File: src/rtl/audio_pkg.sv
// Shared constants and types for the codec audio path (DAC serializer, future ADC deserializer).
package audio_pkg;

  localparam int SLOT_BITS            = 32;
  localparam int FRAME_SLOTS          = 64;
  localparam int SLOT_CNT_W           = $clog2(FRAME_SLOTS);
  localparam int SAMPLE_WIDTH_DEFAULT = 16;

  typedef logic signed [SAMPLE_WIDTH_DEFAULT-1:0] sample_t;

endpackage

File: src/rtl/audio_bclk_gen.sv
// Bit-clock divider: toggles bclk every BCLK_DIV clk cycles and flags the clk cycle
// in which each rising or falling transition is about to happen.
module audio_bclk_gen #(
  parameter int BCLK_DIV = 8
) (
  input  logic clk,
  input  logic rst,
  output logic bclk,
  output logic rise,
  output logic fall
);

  localparam int CNT_W = (BCLK_DIV > 2) ? $clog2(BCLK_DIV) : 1;

  logic [CNT_W-1:0] div_cnt_reg;
  logic             bclk_reg;
  logic             wrap;

  assign wrap = (div_cnt_reg == CNT_W'(BCLK_DIV - 1));

  always_ff @(posedge clk or posedge rst) begin
    if (rst) begin
      div_cnt_reg <= '0;
      bclk_reg    <= 1'b0;
    end else if (wrap) begin
      div_cnt_reg <= '0;
      bclk_reg    <= ~bclk_reg;
    end else begin
      div_cnt_reg <= div_cnt_reg + 1'b1;
    end
  end

  // Strobes are combinational so the consumer acts on the same edge that moves bclk.
  assign bclk = bclk_reg;
  assign rise = wrap & ~bclk_reg;
  assign fall = wrap & bclk_reg;

endmodule

File: src/rtl/audio_dac_serializer.sv
// I2S transmitter: one stereo pair per 64-slot frame, codec as slave, single holding
// register between the upstream valid/ready handshake and the frame shift register.
module audio_dac_serializer
  import audio_pkg::*;
#(
  parameter int BCLK_DIV     = 8,
  parameter int SAMPLE_WIDTH = 16
) (
  input  logic                    clk,
  input  logic                    rst,
  input  logic [SAMPLE_WIDTH-1:0] sample_left,
  input  logic [SAMPLE_WIDTH-1:0] sample_right,
  input  logic                    sample_valid,
  output logic                    sample_ready,
  output logic                    aud_bclk,
  output logic                    aud_daclrck,
  output logic                    aud_dacdat,
  output logic                    frame_start,
  output logic                    underrun
);

  localparam int PAD_W   = SLOT_BITS - SAMPLE_WIDTH;
  localparam int FRAME_W = 2 * SLOT_BITS;

  logic                    bclk_rise;
  logic                    bclk_fall;
  logic [SLOT_CNT_W-1:0]   slot_cnt_reg;
  logic [SLOT_CNT_W-1:0]   slot_next;
  logic [FRAME_W-1:0]      shreg_reg;
  logic [FRAME_W-1:0]      frame_word;
  logic [SAMPLE_WIDTH-1:0] hold_left_reg;
  logic [SAMPLE_WIDTH-1:0] hold_right_reg;
  logic                    full_reg;
  logic                    lrck_reg;
  logic                    dacdat_reg;
  logic                    frame_start_reg;
  logic                    underrun_reg;
  logic                    xfer;
  logic                    load;

  audio_bclk_gen #(
    .BCLK_DIV(BCLK_DIV)
  ) u_bclk_gen (
    .clk (clk),
    .rst (rst),
    .bclk(aud_bclk),
    .rise(bclk_rise),
    .fall(bclk_fall)
  );

  assign sample_ready = ~full_reg;
  assign xfer         = sample_valid & sample_ready;
  assign slot_next    = slot_cnt_reg + 1'b1;
  assign load         = bclk_fall & (slot_next == '0);

  // A held pair wins; otherwise a pair arriving in the load cycle bypasses the holding
  // register; otherwise the frame is silence.
  always_comb begin
    frame_word = '0;
    if (full_reg)
      frame_word = {hold_left_reg, {PAD_W{1'b0}}, hold_right_reg, {PAD_W{1'b0}}};
    else if (xfer)
      frame_word = {sample_left, {PAD_W{1'b0}}, sample_right, {PAD_W{1'b0}}};
  end

  always_ff @(posedge clk or posedge rst) begin
    if (rst) begin
      slot_cnt_reg    <= '1;
      shreg_reg       <= '0;
      hold_left_reg   <= '0;
      hold_right_reg  <= '0;
      full_reg        <= 1'b0;
      lrck_reg        <= 1'b0;
      dacdat_reg      <= 1'b0;
      frame_start_reg <= 1'b0;
      underrun_reg    <= 1'b0;
    end else begin
      frame_start_reg <= load;
      underrun_reg    <= load & ~full_reg & ~xfer;

      // Slot 0 carries the I2S one-bit delay, so the MSB leaves in slot 1.
      if (bclk_fall) begin
        slot_cnt_reg <= slot_next;
        lrck_reg     <= slot_next[SLOT_CNT_W-1];
        if (load) begin
          shreg_reg  <= frame_word;
          dacdat_reg <= 1'b0;
        end else begin
          dacdat_reg <= shreg_reg[FRAME_W-1];
          shreg_reg  <= {shreg_reg[FRAME_W-2:0], 1'b0};
        end
      end

      if (load) begin
        full_reg <= 1'b0;
      end else if (xfer) begin
        full_reg       <= 1'b1;
        hold_left_reg  <= sample_left;
        hold_right_reg <= sample_right;
      end
    end
  end

  always_ff @(posedge clk) begin
    if (!rst) assert (!(bclk_rise && bclk_fall));
  end

  assign aud_daclrck = lrck_reg;
  assign aud_dacdat  = dacdat_reg;
  assign frame_start = frame_start_reg;
  assign underrun    = underrun_reg;

endmodule

File: config.mk
export PLATFORM = sky130hd
export DESIGN_NAME = audio_dac_serializer
export DESIGN_NICKNAME = d
export VERILOG_FILES = /design/src/rtl/audio_pkg.sv /design/src/rtl/audio_bclk_gen.sv /design/src/rtl/audio_dac_serializer.sv
export SDC_FILE = /design/constraint.sdc
export NUM_CORES = 1
export LEC_CHECK = 0
export CAP_MARGIN = 40
export CORE_MARGIN = 2
export CORE_UTILIZATION = 30
export DETAILED_ROUTE_END_ITERATION = 8
export HOLD_SLACK_MARGIN = 0.03
export PLACE_DENSITY_LB_ADDON = 0.2
export SYNTH_ARGS = -nofsm -noshare
export SYNTH_HDL_FRONTEND = slang
export SYNTH_SLANG_ARGS = --single-unit
File: constraint.sdc
create_clock -name clk -period 9.9 [get_ports clk]
set_input_delay 1.98 -clock clk [delete_from_list [all_inputs] [get_ports clk]]
set_output_delay 1.98 -clock clk [all_outputs]
set_load 0.02 [all_outputs]
==> results of run 1 <==
==> how the worst min path moves through the flow <==
stage	cells past startpoint	slack, ps	startpoint	endpoint
after CTS	1	450	u_bclk_gen.div_cnt_reg[0]$_DFF_PP0_	u_bclk_gen.div_cnt_reg[0]$_DFF_PP0_
after global placement	1	420	u_bclk_gen.div_cnt_reg[0]$_DFF_PP0_	u_bclk_gen.div_cnt_reg[0]$_DFF_PP0_
final	1	450	u_bclk_gen.div_cnt_reg[0]$_DFF_PP0_	u_bclk_gen.div_cnt_reg[0]$_DFF_PP0_
after floorplan	1	410	u_bclk_gen.div_cnt_reg[0]$_DFF_PP0_	u_bclk_gen.div_cnt_reg[0]$_DFF_PP0_
after global routing	1	470	u_bclk_gen.div_cnt_reg[0]$_DFF_PP0_	u_bclk_gen.div_cnt_reg[0]$_DFF_PP0_
after detailed placement	1	440	u_bclk_gen.div_cnt_reg[0]$_DFF_PP0_	u_bclk_gen.div_cnt_reg[0]$_DFF_PP0_
==> worst max-delay path, cell delays in order <==
cell	delay (ps)
clkdlybuf4s50_1	740
nor2b_1	200
buf_4	300
a21boi_4	530
buf_16	230
mux2_2	340
==> power breakdown <==
part	internal [mW]	leakage, nW	total [mW]	switching, mW
clock network	0.203	0.137	0.356	0.153
registers	0.403	1.09	0.411	0.00731
logic	0.0258	1.00	0.0439	0.0181
total	0.633	2.23	0.811	0.178
==> cells in the mapped netlist (all sizes together), types with 4 or more instances <==
library cell / number / share of area (%)
nand2: 92 / 8.2
dfrtp: 89 / 53
o21ai: 46 / 5.4
nor2: 36 / 3.2
mux2: 32 / 8.5
o31ai: 23 / 4.1
a221oi: 22 / 4.5
clkbuf: 22 / 1.9
buf: 9 / 1.6
dfstp: 6 / 3.7
and3: 5 / 0.74
ha: 4 / 1.2
xnor2: 4 / 0.83
==> cells by family after synthesis <==
family	Yosys count	synth area share [%]
AND/OR/NAND/NOR	139	13.1
AO/OA/AOI/OAI	98	15.7
flip-flops	95	56.3
buffers and inverters	33	3.72
multiplexers	32	8.51
XOR/XNOR	7	1.45
adder cells (fa/ha/maj)	4	1.18
==> cell type report <==
class                           count  share of cell area [%]
Timing Repair Buffer               49                    10.1
Tap cell                          180                    4.38
Inverter                            2                   0.194
Multi-Input combinational cell    280                    33.0
Clock inverter                      6                    1.34
Clock buffer                       10                    4.64
Sequential cell                    95                    46.3
==> routing by layer <==
layer  share of wire, %  GRT usage, %
met5                  0             0
met4                1.5          5.39
met3                3.4          3.21
met2                 48          21.2
met1                 47          17.1
==> per-stage QoR <==
step	utilization, %	power [mW]	setup slack, ps	cells
2_1_floorplan	-	0.438	5450	408
3_3_place_gp	34.5	0.460	5200	603
3_5_place_dp	35.0	0.463	5420	606
4_1_cts	37.2	0.823	5780	622
5_1_grt	37.2	0.847	5670	622
6_report	37.2	0.811	5790	622
==> summary.txt, run 1 <==
Run status
  • Status: complete, no violations

Timing
  • Hold WS: roughly 450 ps
  • F_max: roughly 0.24 GHz
  • Final Setup Violations: 0
  • Tcrit/Tclk final: between 40% and 50%
  • RSZ-0062 raised after global routing: false
  • Slew Limit Fails: 0
  • TNS Setup: 0 ps
  • Worst-Margin Slew: 764 ps
  • Period minus WS final: approximately 4100 ps
  • Clk_skew: 8.14 ps
  • Final hold viol count: 0
  • Slew headroom: around half

Critical path
  • Crit end category: register
  • CP Class: input port to register
  • Critical path startpoint category: input port
  • Worst EP required: approximately 10,000 ps
  • RR Endpoint: hold_left_reg[0]$_DFFE_PP0P_
  • Arr. time, crit path: 4340 ps
  • FF-to-FF setup slack: ~7000 ps
  • Setup crit start: sample_valid
  • R2r worst-path depth: 8
  • R2R Path Start: slot_cnt_reg[0]$_DFFE_PP1P_
  • End of the critical path: hold_left_reg[0]$_DFFE_PP0P_
  • Max FO, Critical Path: 23

Global route
  • Vias in the first global route: 3,160
  • Gr ovfl total: 0
  • GRT Util Overall: roughly an eighth
  • Initial antenna violation count: 0
  • Global-route wire length before repair: ~16,000 um
  • Pin count of the biggest net entering global routing: 79

Clock network
  • # hold bufs at CTS: 0
  • CTS Buf Count: 9
  • H-tree Lvls: 3
  • Post_cts resized: 0
  • Clock Latency Late Sink: between 300 and 400 ps
  • Root Buffer: clkbuf_16
  • CTS tree: yes
  • Worst-path clk slew: approximately 70 ps
  • Clock tree buffer depth: 2
  • Clock sinks: 95
  • Post-CTS Repair Setup Buffers: 0

Floorplan
  • Core area: approximately 0.014 mm2
  • Initial Util: between 30 and 40%
  • Die width: ~120 um
  • Row cnt: 43
  • Die Footprint: 0.0151 mm2
  • Die height: ~120 um
  • Top-level port count: 41

Routing
  • Pre-Repair DR Iteration Count: 4
  • Post-DR wirelength/cell: 14.3 um
  • Drt total wl: between 8000 and 9000 um
  • Post-route ant nets: 0
  • Drt drc: 0
  • Via density: 4.88
  • Initial drt markers: 170
  • Vias: between 3k and 4k

Finish
  • Fin nets: between 400 and 500
  • Sequential cell area: about 0.0024 mm2
  • Diodes inserted: 0
  • Filler instances: about 1.4k
  • Most common library cell in the layout ignoring fill and taps: nand2_1
  • Fraction of layout cells with a size suffix above 1: between 10% and 20%
  • Fin area: between 0.005 and 0.006 mm2
  • Area of the multi-input gates: 0.00170 mm2
  • Most frequent cells in the layout: nand2_1, dfrtp_1, o21ai_0
  • Syn-to-layout area delta: 21.5%
  • Max reg flops: 48

Placed design
  • Post-DP Area: 0.00484 mm2
  • Final HPWL DP: about 5400 um
  • RePlAce Congestion: 0.704
  • Port bufs: 40

Logic synthesis
  • Yosys cell types: 32
  • Post-synth EDFFs: 0
  • Ys Warns: 0
  • Synth Cell Area: 0.00424 mm2
  • Sequential area share after synthesis: between 50 and 60%
  • Main synth FF type: dfrtp_1
  • Syn nets: about 450
  • Async SR Flop Fraction: 100%
  • FF+latch count, synth: 95
  • Synth Area per Inst: approximately 10 um2
  • Synthesized instance count: between 400 and 500

Run
  • MaxCap Viol Count: 0

Power and ir drop
  • Static leakage: ~2.2 nW
  • VDD IR-drop max: a little over 70 uV
  • PwrDens: about 160 mW/mm2

Hold path
  • Hold/Removal Path Class: register to register
Note: power is estimated with default switching activity, not from simulation.
==> run 2: changes to the inputs <==
Clock period 9.9 ns to 4.2 ns, I/O delays scaled along.
==> run 2 against run 1 <==
- final area grew 0.19%
- global-route usage shrank 0.59 points
- critical path depth fell by 1
- clock power grew 150%
- final cell count unchanged
- sequential share of layout area shrank 0.090 points
- non-clock buffer count is the same
- via count rose by 0.39%
- wire length is 1.0% lower
- combinational power increased by 130%
==> summary.txt, run 2 (synthesis results as in run 1) <==
Finish
  • Layout Cells excl Fill: around 620
  • Area of the multi-input gates: between 0.0015 and 0.002 mm2
  • Fin nets: approximately 480
  • Syn-to-layout area delta: 21.8%
  • Fraction of layout cells with a size suffix above 1: 15.2%
  • Diodes inserted: 0
  • Filler instances: approximately 1.4k
  • Fin area: between 0.005 and 0.006 mm2
  • Most common library cell in the layout ignoring fill and taps: nand2_1
  • Max reg flops: 48
  • Most frequent cells in the layout: nand2_1, dfrtp_1, o21ai_0
  • Fin util: between 30% and 40%
  • Sequential cell area: around 0.0024 mm2

Routing
  • Pre-Repair DR Iteration Count: 4
  • Post-route ant nets: 0
  • Drt drc: 0
  • Vias: approximately 3.1k
  • Initial drt markers: roughly 200
  • Via density: approximately 4.9
  • Post-DR wirelength/cell: roughly 14 um
  • Drt total wl: roughly 9000 um

Floorplan
  • Die width: around 120 um
  • Top-level port count: between 40 and 50
  • Die Footprint: approximately 0.015 mm2
  • Die height: 123 um
  • Core area: ~0.014 mm2
  • Initial Util: a little under a third
  • Row cnt: 43

Hold path
  • Hold/Removal Path Class: register to register

Critical path
  • Crit end category: register
  • End of the critical path: hold_left_reg[11]$_DFFE_PP0P_
  • CP Class: input port to register
  • Setup crit start: sample_valid
  • Critical path startpoint category: input port
  • RR Endpoint: hold_left_reg[11]$_DFFE_PP0P_
  • R2R Path Start: slot_cnt_reg[0]$_DFFE_PP1P_
  • R2r worst-path depth: 7
  • FF-to-FF setup slack: about 1700 ps
  • Arr. time, crit path: around 2900 ps
  • Worst EP required: between 4000 and 5000 ps
  • Max FO, Critical Path: 19

Global route
  • Vias in the first global route: 2,906
  • Initial antenna violation count: 0
  • GRT Util Overall: between 10 and 15%
  • Pin count of the biggest net entering global routing: 50
  • Global-route wire length before repair: ~15,000 um
  • Gr ovfl total: 0

Power and ir drop
  • Sw frac: 19.8%
  • Total power: just under 2 mW
  • Int Power: 1.56 mW
  • Static leakage: about 2.3 nW
  • Clk pwr share: around 45%
  • Comb power frac: 5.2%
  • Net Sw Power: around 390 uW
  • Sequential power share: around 50%
  • VDD IR-drop max: 221 uV
  • PwrDens: roughly 380 mW/mm2

Timing
  • F_max: between 0.3 and 0.4 GHz
  • Final worst slack: 1540 ps
  • Tcrit/Tclk final: between 60% and 70%
  • Slew Limit Fails: 0
  • Slew headroom: between 50% and 60%
  • Final hold viol count: 0
  • Hold WS: ~440 ps
  • Worst-Margin Slew: 622 ps
  • Clk_skew: 3.95 ps
  • RSZ-0062 raised after global routing: false
  • TNS Setup: 0 ps
  • Final Setup Violations: 0
  • Period minus WS final: between 2000 and 3000 ps

Clock network
  • Clock tree buffer depth: 2
  • Root Buffer: clkbuf_16
  • H-tree Lvls: 3
  • Worst-path clk slew: roughly 60 ps
  • # hold bufs at CTS: 0
  • CTS tree: yes
  • Post-CTS Repair Setup Buffers: 0
  • Clock sinks: 95
  • Post_cts resized: 0
  • Clock Latency Late Sink: between 300 and 400 ps
  • CTS Buf Count: 9

Placed design
  • Number of placed instances, taps included: ~610
  • Port bufs: 40
  • Post-DP Area: roughly 0.0048 mm2
  • RePlAce Congestion: around 0.73
  • Setup WS pre-CTS: between 1000 and 1500 ps
  • Final HPWL DP: around 5600 um

Run status
  • Status: complete, no violations

Run
  • MaxCap Viol Count: 0
run 2: cell type report:
type / instances / area share (%)
clock buffer: 13 / 5.05
clock inverter: 3 / 1.26
inverter: 2 / 0.194
multi-input combinational: 280 / 32.9
sequential: 95 / 46.2
tap: 180 / 4.37
timing repair buffer: 49 / 9.95
run 2: how the worst min path moves through the flow:
stage	slack, ps	cells after the start	end	from
after floorplan	410	1	u_bclk_gen.div_cnt_reg[0]$_DFF_PP0_	u_bclk_gen.div_cnt_reg[0]$_DFF_PP0_
after global placement	420	1	u_bclk_gen.div_cnt_reg[0]$_DFF_PP0_	u_bclk_gen.div_cnt_reg[0]$_DFF_PP0_
after detailed placement	430	1	u_bclk_gen.div_cnt_reg[0]$_DFF_PP0_	u_bclk_gen.div_cnt_reg[0]$_DFF_PP0_
after CTS	450	1	u_bclk_gen.div_cnt_reg[0]$_DFF_PP0_	u_bclk_gen.div_cnt_reg[0]$_DFF_PP0_
after global routing	460	1	u_bclk_gen.div_cnt_reg[0]$_DFF_PP0_	u_bclk_gen.div_cnt_reg[0]$_DFF_PP0_
final	440	1	u_bclk_gen.div_cnt_reg[0]$_DFF_PP0_	u_bclk_gen.div_cnt_reg[0]$_DFF_PP0_
run 2: power groups by stage:
stage | clock network [mW] | registers, mW | logic, mW
3_3_place_gp | 0 | 0.984 | 0.103
6_report | 0.881 | 0.968 | 0.102
2_1_floorplan | 0 | 0.980 | 0.0532
3_5_place_dp | 0 | 0.985 | 0.105
5_1_grt | 0.943 | 0.973 | 0.115
4_1_cts | 0.905 | 0.968 | 0.105
run 2: worst max-delay path: stages:
cell and delay (ps):
clkdlybuf4s50_1 710, nor2b_1 230, a21boi_4 510, buf_12 240
mux2_2 340
run 2: metal layers:
metal	part of all wire, %	global-route usage [%]	vias to the layer above	routed length, um
li1	-	-	1472	-
met1	46	16.4	1519	4020
met2	49	20.9	51	4330
met3	4.2	2.93	8	369
met4	1.2	4.09	0	107
met5	0	0	-	0
==> run 3: changes to the inputs <==
Clock period 4.2 ns to 2.4 ns, I/O delays scaled along.
==> run 3 against run 2 <==
- worst setup slack lost 1400 ps
- sequential power increased by 75%
- worst hold slack lost 2.6 ps
- power rose by 73%
- clock power rose by 68%
- final area is 3.3% higher
- largest power group unchanged
- critical path type is now register to register
- non-clock buffer count increased by 12
- sequential share of layout area shrank 1.5 points
- clock skew is 2.6 ps higher
- critical path depth rose by 2
==> summary.txt, run 3 (synthesis results as in run 1) <==
Run status
  • Status: complete, no violations

Finish
  • Diodes inserted: 0
  • Syn-to-layout area delta: 25.8%
  • Layout Cells excl Fill: between 600 and 700
  • Most common library cell in the layout ignoring fill and taps: nand2_1
  • Fraction of layout cells with a size suffix above 1: a little under a fifth
  • Filler instances: 1,360
  • Most frequent cells in the layout: nand2_1, dfrtp_1, o21ai_0
  • Fin nets: slightly below 500
  • Max reg flops: 48

Clock network
  • Root Buffer: clkbuf_16
  • CTS Buf Count: 9
  • Clock tree buffer depth: 2
  • Worst-path clk slew: roughly 60 ps
  • Clock Latency Late Sink: around 350 ps
  • Clock sinks: between 90 and 100
  • CTS tree: yes
  • # hold bufs at CTS: 0
  • H-tree Lvls: 3

Hold path
  • Hold/Removal Path Class: register to register
  • Hold depth: 1
  • Hold Crit Endpoint: u_bclk_gen.div_cnt_reg[0]$_DFF_PP0_
  • Hold_sp: u_bclk_gen.div_cnt_reg[0]$_DFF_PP0_

Critical path
  • Crit path depth: 7
  • Crit path largest cell delay: around 600 ps
  • R2R Path Start: slot_cnt_reg[1]$_DFFE_PP1P_
  • Cell Chain, Critical Path: ha_2 -> and3_4 -> nor4b_2 -> o21a_2 -> a21boi_4 -> buf_12 -> mux2_2
  • CP Class: register to register
  • R2r worst-path depth: 7
  • Critical-path top delay cell: dfstp_2
  • RR Endpoint: hold_right_reg[12]$_DFFE_PP0P_
  • Max FO, Critical Path: 16
  • Arr. time, crit path: approximately 2500 ps
  • FF-to-FF setup slack: approximately 120 ps
  • CP top delay family: flip-flops
  • Buf/Inv on CP: 1
  • Worst EP required: 2630 ps
  • Crit end category: register
  • Critical path startpoint category: register

Global route
  • GRT Util Overall: 13.5%
  • Vias in the first global route: ~3.2k
  • Initial antenna violation count: 0
  • Gr ovfl total: 0
  • Pin count of the biggest net entering global routing: 39
  • Global-route wire length before repair: 15,800 um

Routing
  • Post-DR wirelength/cell: approximately 15 um
  • Post-route ant nets: 0
  • Initial drt markers: 169
  • Drt drc: 0
  • Pre-Repair DR Iteration Count: 4
  • Vias: between 3k and 4k
  • Drt total wl: roughly 9500 um
  • Via density: slightly below 5

Placed design
  • Number of placed instances, taps included: a little over 600
  • Port bufs: 40
  • RePlAce Congestion: about 0.7
  • Final HPWL DP: about 6000 um

Timing
  • TNS Setup: 0 ps
  • RSZ-0062 raised after global routing: false
  • Final hold viol count: 0
  • Slew headroom: ~67%
  • Worst-Margin Slew: slightly below 500 ps
  • Final Setup Violations: 0
  • Slew Limit Fails: 0
  • Tcrit/Tclk final: a little over nine tenths
  • Period minus WS final: roughly 2300 ps
  • F_max: 0.439 GHz
  • Clk_skew: between 6 and 7 ps

Floorplan
  • Initial Util: just over 30%
  • Die Footprint: ~0.015 mm2
  • Die height: ~120 um
  • Top-level port count: between 40 and 50
  • Core area: 0.0138 mm2
  • Die width: 123 um
  • Row cnt: 43

Power and ir drop
  • Static leakage: approximately 2.3 nW
  • PwrDens: 632 mW/mm2
  • VDD IR-drop max: 396 uV

Run
  • MaxCap Viol Count: 0
run 3: cell types whose count changed in the layout (fill, tap and decap cells not counted), sizes merged:
cell / before / now
bufinv: 2 / 1
clkbuf: 13 / 14
buf: 9 / 20
inv: 2 / 1
clkinv: 1 / 2
clkinvlp: 0 / 1
run 3: final cells by class:
| type | count | area [um2] | share of cell area (%) |
|---|---|---|---|
| clock buffers | 13 | 270 | 5.07 |
| flip-flops and latches | 95 | 2380 | 44.8 |
| well taps | 180 | 225 | 4.23 |
| repair buffers | 61 | 683 | 12.8 |
| multi-input cells | 280 | 1710 | 32.2 |
| clock inverters | 3 | 40.0 | 0.751 |
| inverters | 2 | 11.3 | 0.211 |
run 3: worst max-delay path by stage:
stage | startpoint | end
after floorplan | slot_cnt_reg[0]$_DFFE_PP1P_ | hold_left_reg[0]$_DFFE_PP0P_
after global placement | slot_cnt_reg[0]$_DFFE_PP1P_ | shreg_reg[62]$_DFFE_PP0P_
after detailed placement | slot_cnt_reg[0]$_DFFE_PP1P_ | shreg_reg[24]$_DFFE_PP0P_
after CTS | slot_cnt_reg[0]$_DFFE_PP1P_ | shreg_reg[24]$_DFFE_PP0P_
after global routing | slot_cnt_reg[1]$_DFFE_PP1P_ | hold_right_reg[12]$_DFFE_PP0P_
final | slot_cnt_reg[1]$_DFFE_PP1P_ | hold_right_reg[12]$_DFFE_PP0P_
run 3: per-layer routing:
layer	GRT usage (%)	part of all wire [%]	up-vias
met5	0	0	-
met4	4.53	1.1	0
met3	3.86	3.8	8
met2	22.6	50	45
met1	16.8	45	1551
li1	-	-	1507
run 3: power by group:
group | switching (mW) | total, mW | internal [mW]
logic | 0.0755 | 0.191 | 0.116
clock network | 0.592 | 1.48 | 0.890
registers | 0.0301 | 1.69 | 1.66
run 3: timing repair:
action,4_1_cts,5_1_grt
endpoints found under the setup margin,0,64
endpoints found under the hold margin,0,0
resized for setup,0,4
setup buffers,0,3
run 3: metrics by stage:
| step | setup WS [ps] | cell area (um2) | hold WS [ps] | power [mW] | utilization (%) |
|---|---|---|---|---|---|
| floorplan | 284 | 4240 | 410 | 1.81 | - |
| global route | 25.8 | 5330 | 466 | 3.51 | 38.5 |
| detailed placement | 92.7 | 4940 | 439 | 1.92 | 35.7 |
| CTS | 72.4 | 5250 | 448 | 3.42 | 38.0 |
| global placement | 150 | 4940 | 427 | 1.91 | 35.7 |
| finish | 122 | 5330 | 438 | 3.37 | 38.5 |
